### src/rtl/seq_signed_divider_pkg.sv
// Shared ALU divide-path definitions: width, FSM states and result constants.
package seq_signed_divider_pkg;

  localparam int WIDTH = 32;
  localparam int CNT_W = $clog2(WIDTH);

  typedef enum logic [1:0] {
    IDLE  = 2'd0,
    LOAD  = 2'd1,
    ITER  = 2'd2,
    FIXUP = 2'd3
  } div_state_e;

  localparam logic [WIDTH-1:0] DIV0_QUOTIENT = {WIDTH{1'b1}};
  localparam logic [WIDTH-1:0] INT_MIN       = {1'b1, {(WIDTH-1){1'b0}}};

endpackage

### src/rtl/seq_signed_divider_if.sv
// Divide request/result bundle between the ALU operand logic and the divider.
//
// Handshake: start is a request that the divider samples only while idle; the
// edge that accepts it raises busy, and operands are captured on that same
// edge. busy stays high until the edge that raises done, which is a one-cycle
// pulse; quotient, remainder and div_by_zero are valid from the done cycle and
// hold until the next done. There is no ready/backpressure on the result side.
interface seq_signed_divider_if;
  import seq_signed_divider_pkg::*;

  logic             start;
  logic [WIDTH-1:0] dividend;
  logic [WIDTH-1:0] divisor;
  logic             busy;
  logic             done;
  logic [WIDTH-1:0] quotient;
  logic [WIDTH-1:0] remainder;
  logic             div_by_zero;

  modport master (
    output start, dividend, divisor,
    input  busy, done, quotient, remainder, div_by_zero
  );

  modport slave (
    input  start, dividend, divisor,
    output busy, done, quotient, remainder, div_by_zero
  );

endinterface

### src/rtl/seq_signed_divider_magnitude_negate.sv
// Combinational two's-complement negation, used for magnitudes and sign restore.
module magnitude_negate
  import seq_signed_divider_pkg::*;
(
  input  logic [WIDTH-1:0] a,
  output logic [WIDTH-1:0] y
);

  localparam logic [WIDTH-1:0] ONE = {{(WIDTH-1){1'b0}}, 1'b1};

  // Invert and add one; 0x80000000 maps onto itself, which is the wanted magnitude.
  assign y = ~a + ONE;

endmodule

### src/rtl/seq_signed_divider.sv
// Multi-cycle signed divider: magnitudes in, one restoring step per clock,
// signs restored at the end, results held until the next divide completes.
module seq_signed_divider
  import seq_signed_divider_pkg::*;
(
  input  logic                 clk,
  input  logic                 rst_n,
  seq_signed_divider_if.slave  bus,
  output div_state_e           dbg_state
);

  div_state_e       state_q, state_d;
  logic             busy_q, busy_d;
  logic             done_q, done_d;
  logic [WIDTH-1:0] quotient_q, quotient_d;
  logic [WIDTH-1:0] remainder_q, remainder_d;
  logic             dbz_q, dbz_d;
  logic [WIDTH-1:0] dividend_q, dividend_d;
  logic [WIDTH-1:0] divisor_q, divisor_d;
  logic [WIDTH-1:0] dmag_q, dmag_d;
  logic [WIDTH-1:0] rem_q, rem_d;
  logic [WIDTH-1:0] quo_q, quo_d;
  logic [CNT_W-1:0] count_q, count_d;
  logic             neg_quo_q, neg_quo_d;
  logic             neg_rem_q, neg_rem_d;

  logic [WIDTH-1:0] neg_op_a, neg_op_y;
  logic [WIDTH-1:0] neg_res_y;
  logic [WIDTH:0]   trial;

  // Operand negator: dividend while accepting, divisor in LOAD, remainder in FIXUP.
  always_comb begin
    neg_op_a = '0;
    case (state_q)
      IDLE:    neg_op_a = bus.dividend;
      LOAD:    neg_op_a = divisor_q;
      FIXUP:   neg_op_a = rem_q;
      default: neg_op_a = '0;
    endcase
  end

  magnitude_negate u_neg_op (
    .a (neg_op_a),
    .y (neg_op_y)
  );

  magnitude_negate u_neg_res (
    .a (quo_q),
    .y (neg_res_y)
  );

  // Restoring trial subtraction on the shifted partial remainder, one bit wider.
  always_comb begin
    trial = {rem_q, quo_q[WIDTH-1]} - {1'b0, dmag_q};
  end

  // Next-state and datapath control.
  always_comb begin
    state_d     = state_q;
    busy_d      = busy_q;
    done_d      = 1'b0;
    quotient_d  = quotient_q;
    remainder_d = remainder_q;
    dbz_d       = dbz_q;
    dividend_d  = dividend_q;
    divisor_d   = divisor_q;
    dmag_d      = dmag_q;
    rem_d       = rem_q;
    quo_d       = quo_q;
    count_d     = count_q;
    neg_quo_d   = neg_quo_q;
    neg_rem_d   = neg_rem_q;

    case (state_q)
      IDLE: begin
        if (bus.start) begin
          dividend_d = bus.dividend;
          divisor_d  = bus.divisor;
          // Dividend magnitude is taken here so the single operand negator can
          // serve the divisor in LOAD.
          quo_d      = bus.dividend[WIDTH-1] ? neg_op_y : bus.dividend;
          busy_d     = 1'b1;
          state_d    = LOAD;
        end
      end

      LOAD: begin
        neg_quo_d = dividend_q[WIDTH-1] ^ divisor_q[WIDTH-1];
        neg_rem_d = dividend_q[WIDTH-1];
        dmag_d    = divisor_q[WIDTH-1] ? neg_op_y : divisor_q;
        rem_d     = '0;
        count_d   = '0;
        state_d   = ITER;
      end

      ITER: begin
        if (!trial[WIDTH]) begin
          rem_d = trial[WIDTH-1:0];
          quo_d = {quo_q[WIDTH-2:0], 1'b1};
        end else begin
          rem_d = {rem_q[WIDTH-2:0], quo_q[WIDTH-1]};
          quo_d = {quo_q[WIDTH-2:0], 1'b0};
        end
        count_d = count_q + CNT_W'(1);
        if (count_q == CNT_W'(WIDTH - 1)) begin
          state_d = FIXUP;
        end
      end

      FIXUP: begin
        if (divisor_q == '0) begin
          quotient_d  = DIV0_QUOTIENT;
          remainder_d = dividend_q;
          dbz_d       = 1'b1;
        end else begin
          // INT_MIN / -1 needs no special case: -0x80000000 wraps to itself.
          quotient_d  = neg_quo_q ? neg_res_y : quo_q;
          remainder_d = neg_rem_q ? neg_op_y : rem_q;
          dbz_d       = 1'b0;
        end
        done_d  = 1'b1;
        busy_d  = 1'b0;
        state_d = IDLE;
      end

      default: state_d = IDLE;
    endcase
  end

  // State and datapath registers with asynchronous clear.
  always_ff @(posedge clk or negedge rst_n) begin
    if (!rst_n) begin
      state_q     <= IDLE;
      busy_q      <= 1'b0;
      done_q      <= 1'b0;
      quotient_q  <= '0;
      remainder_q <= '0;
      dbz_q       <= 1'b0;
      dividend_q  <= '0;
      divisor_q   <= '0;
      dmag_q      <= '0;
      rem_q       <= '0;
      quo_q       <= '0;
      count_q     <= '0;
      neg_quo_q   <= 1'b0;
      neg_rem_q   <= 1'b0;
    end else begin
      state_q     <= state_d;
      busy_q      <= busy_d;
      done_q      <= done_d;
      quotient_q  <= quotient_d;
      remainder_q <= remainder_d;
      dbz_q       <= dbz_d;
      dividend_q  <= dividend_d;
      divisor_q   <= divisor_d;
      dmag_q      <= dmag_d;
      rem_q       <= rem_d;
      quo_q       <= quo_d;
      count_q     <= count_d;
      neg_quo_q   <= neg_quo_d;
      neg_rem_q   <= neg_rem_d;
    end
  end

  assign bus.busy        = busy_q;
  assign bus.done        = done_q;
  assign bus.quotient    = quotient_q;
  assign bus.remainder   = remainder_q;
  assign bus.div_by_zero = dbz_q;
  assign dbg_state       = state_q;

endmodule

### src/flat_wrapper.sv
// flat-port wrapper written by rule: the top's interface ports become plain ports
module seq_signed_divider_flat import seq_signed_divider_pkg::*;
  (clk, rst_n, dbg_state, bus_start, bus_dividend, bus_divisor, bus_busy, bus_done, bus_quotient, bus_remainder, bus_div_by_zero);
  seq_signed_divider_if bus_i ();
  input  logic clk;
  input  logic rst_n;
  output div_state_e dbg_state;
  input wire logic [$bits(bus_i.start)-1:0] bus_start;
  input wire logic [$bits(bus_i.dividend)-1:0] bus_dividend;
  input wire logic [$bits(bus_i.divisor)-1:0] bus_divisor;
  output wire logic [$bits(bus_i.busy)-1:0] bus_busy;
  output wire logic [$bits(bus_i.done)-1:0] bus_done;
  output wire logic [$bits(bus_i.quotient)-1:0] bus_quotient;
  output wire logic [$bits(bus_i.remainder)-1:0] bus_remainder;
  output wire logic [$bits(bus_i.div_by_zero)-1:0] bus_div_by_zero;
  assign bus_i.start = bus_start;
  assign bus_i.dividend = bus_dividend;
  assign bus_i.divisor = bus_divisor;
  assign bus_busy = bus_i.busy;
  assign bus_done = bus_i.done;
  assign bus_quotient = bus_i.quotient;
  assign bus_remainder = bus_i.remainder;
  assign bus_div_by_zero = bus_i.div_by_zero;
  seq_signed_divider u_core (.clk(clk), .rst_n(rst_n), .bus(bus_i), .dbg_state(dbg_state));
endmodule
### config.mk
export PLATFORM = sky130hd
export DESIGN_NAME = seq_signed_divider_flat
export DESIGN_NICKNAME = d
export VERILOG_FILES = /design/src/rtl/seq_signed_divider_pkg.sv /design/src/rtl/seq_signed_divider_if.sv /design/src/rtl/seq_signed_divider_magnitude_negate.sv /design/src/rtl/seq_signed_divider.sv /design/src/flat_wrapper.sv
export SDC_FILE = /design/constraint.sdc
export NUM_CORES = 1
export LEC_CHECK = 0
export ABC_CLOCK_PERIOD_IN_PS = 5400
export CAP_MARGIN = 0
export CORE_UTILIZATION = 45
export CTS_BUF_LIST = sky130_fd_sc_hd__clkbuf_16
export DETAILED_ROUTE_END_ITERATION = 10
export PLACE_DENSITY = 0.65
export SLEW_MARGIN = 40
export SYNTH_ARGS = -nofsm -noshare
export SYNTH_HDL_FRONTEND = slang
export SYNTH_HIERARCHICAL = 1
export SYNTH_SLANG_ARGS = --single-unit
export TNS_END_PERCENT = 30
### constraint.sdc
create_clock -name clk -period 5.4 [get_ports clk]
set_input_delay 0.54 -clock clk [delete_from_list [all_inputs] [get_ports clk]]
set_output_delay 0.54 -clock clk [all_outputs]
set_load 0.01 [all_outputs]
== After elaboration in Yosys (flattened, before gate mapping) ==
Cells that the tools add are included.

* Multiplexer cells: 20
* Add/sub/neg operators: 4
* Bitwise gates (word level): 3
* Eq/ne operators: 6
* Reductions and logical operators: 9

{| class="wikitable"
|+ Operators with widths
! operator !! number
|-
| two-way mux 32 bit || 8
|-
| one-hot mux 32 bit (2 select lines) || 2
|-
| one-hot mux 32 bit (3 select lines) || 1
|-
| adder 32 x 1 -> 32 bit (second input constant) || 2
|-
| NOT 32 bit || 2
|-
| subtractor 33 x 32 -> 33 bit || 1
|-
| zero test 32 bit || 1
|-
| one-hot mux 5 bit (2 select lines) || 1
|-
| one-hot mux 2 bit (4 select lines) || 1
|-
| AND reduction 2 bit || 4
|-
| nonzero test 2 bit || 3
|-
| adder 5 x 1 -> 5 bit (second input constant) || 1
|-
| equality test 5 bit (second input constant) || 1
|-
| equality test 2 bit (second input constant) || 2
|-
| two-way mux 1 bit || 4
|-
| two-way mux 2 bit || 2
|-
| equality test 2 x 1 -> 1 bit (second input constant) || 1
|-
| zero test 2 bit || 1
|-
| inequality test 2 x 1 -> 1 bit (second input constant) || 1
|-
| inequality test 2 bit (second input constant) || 1
|-
| one-hot mux 1 bit (2 select lines) || 1
|-
| XOR 1 bit || 1
|}

* Register bits after elaboration: 236
* Logic and storage cells: 56
* Bits of input ports: 67
* Output and inout port bits: 69

== Logic depth before layout (Yosys ltp) ==
* Word-level depth: 7
* Depth in mapped cells: 16
* Depth with buffers taken out: 14

== By module ==
Netlist, hierarchy kept.

{| class="wikitable"
|+ By module, submodules not included
! module !! times used !! cells each !! sequential area each (um^2) !! area each (um^2)
|-
| seq_signed_divider || 1 || 1388 || 5905.7 || 13389.1
|-
| magnitude_negate || 2 || 83 || 0.0 || 636.9
|}

== Worst setup path before layout ==
OpenSTA, ideal clock, no wires.

* Path type: reg2reg
* Start point: register u_core.state_q[0] (netlist: u_core/dbg_state[0])
* End point: register u_core.remainder_q[24] (netlist: u_core/bus.remainder[24])
* Buffers on the path: 3
* Data arrival time: 3293 ps
* Setup time: 125 ps
* Path slack: 1982 ps
* Period minus slack after synthesis: 3418 ps
* Cell stages (with the launch flop): 14
* Data required time: 5275 ps
* Cells stage by stage: dfrtp_1 ha_1 clkbuf_1 clkbuf_1 clkbuf_1 a222oi_1 nor2_1 or4_4 or3_1 nor4_2 xnor2_1 mux2i_1 o21ai_0 mux2_2

* Longest elaborated chain between the ends: 6
* Elaborated cells between the ends (all ways): 8
* Classes of those cells: add/sub (1); eq/ne (2); mux (3); bitwise (1); reduce/logical (1)

{| class="wikitable"
|+ Ends and longest elaborated chain
! element !! RTL line !! RTL
|-
| start, declared || seq_signed_divider.sv:12 || <nowiki>div_state_e state_q, state_d;</nowiki>
|-
| start signal, assigned || seq_signed_divider.sv:148 || <nowiki>state_q <= state_d;</nowiki>
|-
| equality test 2 bit (tied with other cells) || seq_signed_divider.sv:34 || <nowiki>case (state_q)</nowiki>
|-
| one-hot mux 32 bit (3 select lines) * || seq_signed_divider.sv:34 ||
|-
| named net u_core.neg_op_a[19] || seq_signed_divider.sv:27 || <nowiki>logic [WIDTH-1:0] neg_op_a, neg_op_y;</nowiki>
|-
| NOT 32 bit * || seq_signed_divider_magnitude_negate.sv:12 || <nowiki>assign y = ~a + ONE;</nowiki>
|-
| adder 32 x 1 -> 32 bit * || seq_signed_divider_magnitude_negate.sv:12 ||
|-
| named net u_core.neg_op_y[24] || seq_signed_divider.sv:27 ||
|-
| two-way mux 32 bit * || seq_signed_divider.sv:118 || <nowiki>remainder_d = neg_rem_q ? neg_op_y : rem_q;</nowiki>
|-
| two-way mux 32 bit * || seq_signed_divider.sv:111 || <nowiki>if (divisor_q == '0) begin</nowiki>
|-
| end signal, assigned || seq_signed_divider.sv:152 || <nowiki>remainder_q <= remainder_d;</nowiki>
|-
| end, declared || seq_signed_divider.sv:16 || <nowiki>logic [WIDTH-1:0] remainder_q, remainder_d;</nowiki>
|}

The timed path passes the listed nets; every way through them passes the cells marked *.
A chain may end at the register's enable or synchronous reset.

== Worst setup path after layout ==
* Start point: register u_core.quo_q[31]
* End point: register u_core.rem_q[17]

* Longest elaborated chain between the ends: 3

{| class="wikitable"
|+ Ends and longest elaborated chain
! element !! RTL line !! RTL
|-
| start, declared || seq_signed_divider.sv:22 || <nowiki>logic [WIDTH-1:0] quo_q, quo_d;</nowiki>
|-
| start signal, assigned || seq_signed_divider.sv:158 || <nowiki>quo_q <= quo_d;</nowiki>
|-
| subtractor 33 x 32 -> 33 bit || seq_signed_divider.sv:54 || <nowiki>trial = {rem_q, quo_q[WIDTH-1]} - {1'b0, dmag_q};</nowiki>
|-
| two-way mux 32 bit || seq_signed_divider.sv:97 || <nowiki>if (!trial[WIDTH]) begin</nowiki>
|-
| one-hot mux 32 bit (2 select lines) || seq_signed_divider.sv:74 || <nowiki>case (state_q)</nowiki>
|-
| end signal, assigned || seq_signed_divider.sv:157 || <nowiki>rem_q <= rem_d;</nowiki>
|-
| end, declared || seq_signed_divider.sv:21 || <nowiki>logic [WIDTH-1:0] rem_q, rem_d;</nowiki>
|}

No other way between the ends.

==> run metrics <==
delay of the slowest critical-path stage=0.50 ns; final-layout worst hold slack=0.492 ns; cells after synthesis=1554; met1 usage=37.5%; share of async-settable or async-resettable flops after synthesis=100%; Peak Freq=233 MHz; required time reported for the critical path endpoint=5.85 ns; fin nets=1740; number of top-level pins=136; kind of cell adding the most delay to the critical path=compound AO/OA/AOI/OAI gates; clock latency on the worst-skew pair=0.54 ns; final-layout fill cell count=2871; synthesized area per cell=9.44 um2; net count of the mapped netlist=1662; number of inserted diodes=0; final critical path time including I/O delays and setup=4.30 ns; non-filler instance count after layout=2085; cell count after placement=2035; layout cell share with drive strength beyond 1=11.3%; share of the clock period used by the worst path=79.6%; weighted congestion at the end of routability-driven global placement=0.897; leading cell types in the layout, fill and taps excluded=sky130_fd_sc_hd__dfrtp_1, sky130_fd_sc_hd__nor2_1, sky130_fd_sc_hd__nand2_1; Least-Margin Pin Slew=0.842 ns; full die area=33300 um2; number of global-route vias before repair=11500; clock tree from TritonCTS=yes; largest net degree at the start of global routing=122; chip height=183 um; met3 GRT Util=3.57%; CP Data Arrival Time=4.74 ns; most congested layer reported by global routing=met1; H-Tree Depth=1; number of maximum-capacitance constraint violations=0; combined area of all synthesized cells=14700 um2; HPWL after detailed placement=29500 um; final routed wirelength across all metal layers=40800 um; met2 global-route usage=36.4%; Remaining Overflow, GRT=0; worst-case headroom to the max-slew limit=43.9%; number of routed nets with antenna violations=0; total global-route track usage=24.8%; Die Width=183 um; setup repair after global routing missed its margin=no; final core utilization=54.1%; Worst Hold Class=register to register; clock buffers created by TritonCTS=28; final hold violation count=0; final routed wire length divided by cell count=19.6 um; worst setup path class=register to register; Cell Chain, Critical Path=inv_1 -> ha_1 -> inv_1 -> fa_1 -> a21oi_1 -> o22a_1 -> a211oi_2 -> a211oi_2 -> o41ai_1 -> o21a_2 -> xnor2_4 -> buf_12 -> nand3_1 -> o221ai_1; Port Buffer Count=135; total leakage power=0.00735 uW; signed area change from the synthesized netlist to the final layout=17.4%; CTS root buffer=sky130_fd_sc_hd__clkbuf_16; first-pass GRT wire length=65400 um; max-slew violations=0; crit path max-delay cell type=sky130_fd_sc_hd__xnor2_4; share of the yosys chip area belonging to registers=40.3%; clock slew at the register clock pins of the worst setup and hold paths=0.06 ns; CP Max Fanout=42; maximum VDD drop=295 uV; count of cells resized by post-cts repair=0; effective utilization at floorplan=46.1%; vias=12000; most frequent standard cell in the layout excluding fill and tap cells=sky130_fd_sc_hd__dfrtp_1; Clock Skew=0.0153 ns; primary flip-flop cell chosen by synthesis mapping=sky130_fd_sc_hd__dfrtp_1; standard cell area after detailed placement=16400 um2; worst path buffer plus inverter count=3; Core ar.=31800 um2; post-detailed-route DRC marker count=0; Crit. End Element=register; DRC marker count from the first detailed-route iteration=1229; count of flip-flops with a built-in enable after synthesis=0; number of setup buffers added after CTS=0; initial antenna violation count=0; Setup Total Neg Slack=0 ns; fin area=17200 um2; Clock Sinks=236; total of warnings raised by yosys=6; Cell Pwr Density=627 nW/um2; ratio of routed vias to standard cells=5.77; sort of element at the start of the critical path=register; maximum count of clock buffers along a single path=3; Setup Viol. Count Final=0; number of iterations in the first detailed-routing pass=8; standard-cell rows=65; result of the run=finished clean; Seq cells post-synth=236; count of distinct cell types in the synthesized netlist=63
## state kept, by name (all words and copies together), names as in the netlist
name                    flops
u_core/count_q              5
u_core/bus.div_by_zero      1
u_core/bus.quotient        32
u_core/neg_rem_q            1
u_core/dbg_state            2
u_core/quo_q               32
u_core/bus.busy             1
u_core/dividend_q          32
u_core/divisor_q           32
u_core/dmag_q              32
u_core/bus.remainder       32
u_core/rem_q               32
u_core/bus.done             1
u_core/neg_quo_q            1
## worst register-to-register path, cell delays in order (launching register included)
cell and delay, ns:
sky130_fd_sc_hd__dfrtp_1 0.48, sky130_fd_sc_hd__inv_1 0.24, sky130_fd_sc_hd__ha_1 0.29, sky130_fd_sc_hd__inv_1 0.07, sky130_fd_sc_hd__fa_1 0.40, sky130_fd_sc_hd__a21oi_1 0.19, sky130_fd_sc_hd__o22a_1 0.23, sky130_fd_sc_hd__a211oi_2 0.09
sky130_fd_sc_hd__a211oi_2 0.49, sky130_fd_sc_hd__o41ai_1 0.18, sky130_fd_sc_hd__o21a_2 0.29, sky130_fd_sc_hd__xnor2_4 0.50, sky130_fd_sc_hd__buf_12 0.29, sky130_fd_sc_hd__nand3_1 0.20, sky130_fd_sc_hd__o221ai_1 0.26
## area by class of cell
class / instances / area, um2 / area share [%]
clock buffers: 29 / 726 / 4.22
inverters: 79 / 297 / 1.72
clock inverters: 19 / 87.6 / 0.509
multi-input cells: 1134 / 8090 / 47.0
repair buffers: 153 / 1550 / 9.03
flip-flops and latches: 236 / 5910 / 34.4
well taps: 435 / 544 / 3.16
## cells in the mapped netlist, drive strengths merged (2+ instances only)
master | number | area share, %
xnor2 | 71 | 4.3
nand3b | 3 | 0.32
nand4 | 11 | 0.64
or3 | 10 | 0.43
nand2 | 138 | 3.5
xor2 | 19 | 1.1
and3 | 4 | 0.17
a21oi | 118 | 4.0
nor2 | 153 | 3.9
o41ai | 3 | 0.23
o22ai | 30 | 1.3
nand3 | 14 | 0.48
dfrtp | 236 | 40
inv | 79 | 2.0
nor2b | 6 | 0.26
a31oi | 2 | 0.085
a222oi | 32 | 2.2
o21a | 8 | 0.42
mux2 | 99 | 7.6
and4 | 2 | 0.12
mux2i | 129 | 8.8
a21o | 10 | 0.51
nor3 | 19 | 0.65
buf | 18 | 0.71
a41oi | 2 | 0.12
o221ai | 4 | 0.24
o211ai | 3 | 0.15
o2111ai | 5 | 0.30
o22a | 34 | 2.0
ha | 40 | 3.4
clkbuf | 87 | 2.2
or4 | 7 | 0.41
nor4 | 36 | 2.1
o21ai | 87 | 3.0
a211oi | 10 | 0.58
nor3b | 3 | 0.15
o21bai | 5 | 0.26
nand2b | 5 | 0.21
## path summary, 6_finish.rpt
check / startpoint / end / slack [ns] / cells past startpoint
worst max-delay path: u_core/quo_q[31] / u_core/rem_q[17] / 1.10 / 14
worst max register to register: u_core/quo_q[31] / u_core/rem_q[17] / 1.10 / 14
min in group asynchronous: rst_n / u_core/dmag_q[8] / 0.55 / 2
max in group asynchronous: rst_n / u_core/neg_rem_q / 3.76 / 3
worst min register to register: u_core/bus.quotient[17] / u_core/bus.quotient[17] / 0.49 / 1
worst min-delay path: u_core/bus.quotient[17] / u_core/bus.quotient[17] / 0.49 / 1
## per-stage QoR
stage / power, uW / setup slack, ns
3_5_place_dp: 9060 / 1.20
3_3_place_gp: 8930 / 1.21
5_1_grt: 11600 / 0.867
2_1_floorplan: 7230 / 1.98
4_1_cts: 10800 / 1.17
6_report: 10800 / 1.10
## per-layer routing
layer | share of wire [%] | wire length [um]
met1 | 48 | 19600
met5 | 0 | 0
met3 | 6.9 | 2800
met2 | 43 | 17400
met4 | 2.6 | 1050
## cells by family (layout without fill, tap and decap cells)
logic type | after synthesis | in the layout | share of synthesized area, %
flip-flops | 236 | 236 | 40.3
multiplexers | 228 | 228 | 16.4
AO/OA/AOI/OAI | 362 | 362 | 15.9
XOR/XNOR | 90 | 90 | 5.43
adder cells (fa/ha/maj) | 41 | 41 | 3.55
AND/OR/NAND/NOR | 413 | 413 | 13.5
buffers and inverters | 184 | 280 | 4.96
## where the power goes
group / switching [uW] / internal, uW / total (uW)
clock network: 718 / 958 / 1680
registers: 876 / 2540 / 3420
logic: 3160 / 2540 / 5700
total: 4750 / 6040 / 10800
## timing repair
action | in CTS | in global routing
hold buffers | 1 | 0
endpoints found under the setup margin | 0 | 0
endpoints found under the hold margin | 60 | 0
Power figures use the tool's default switching activity.
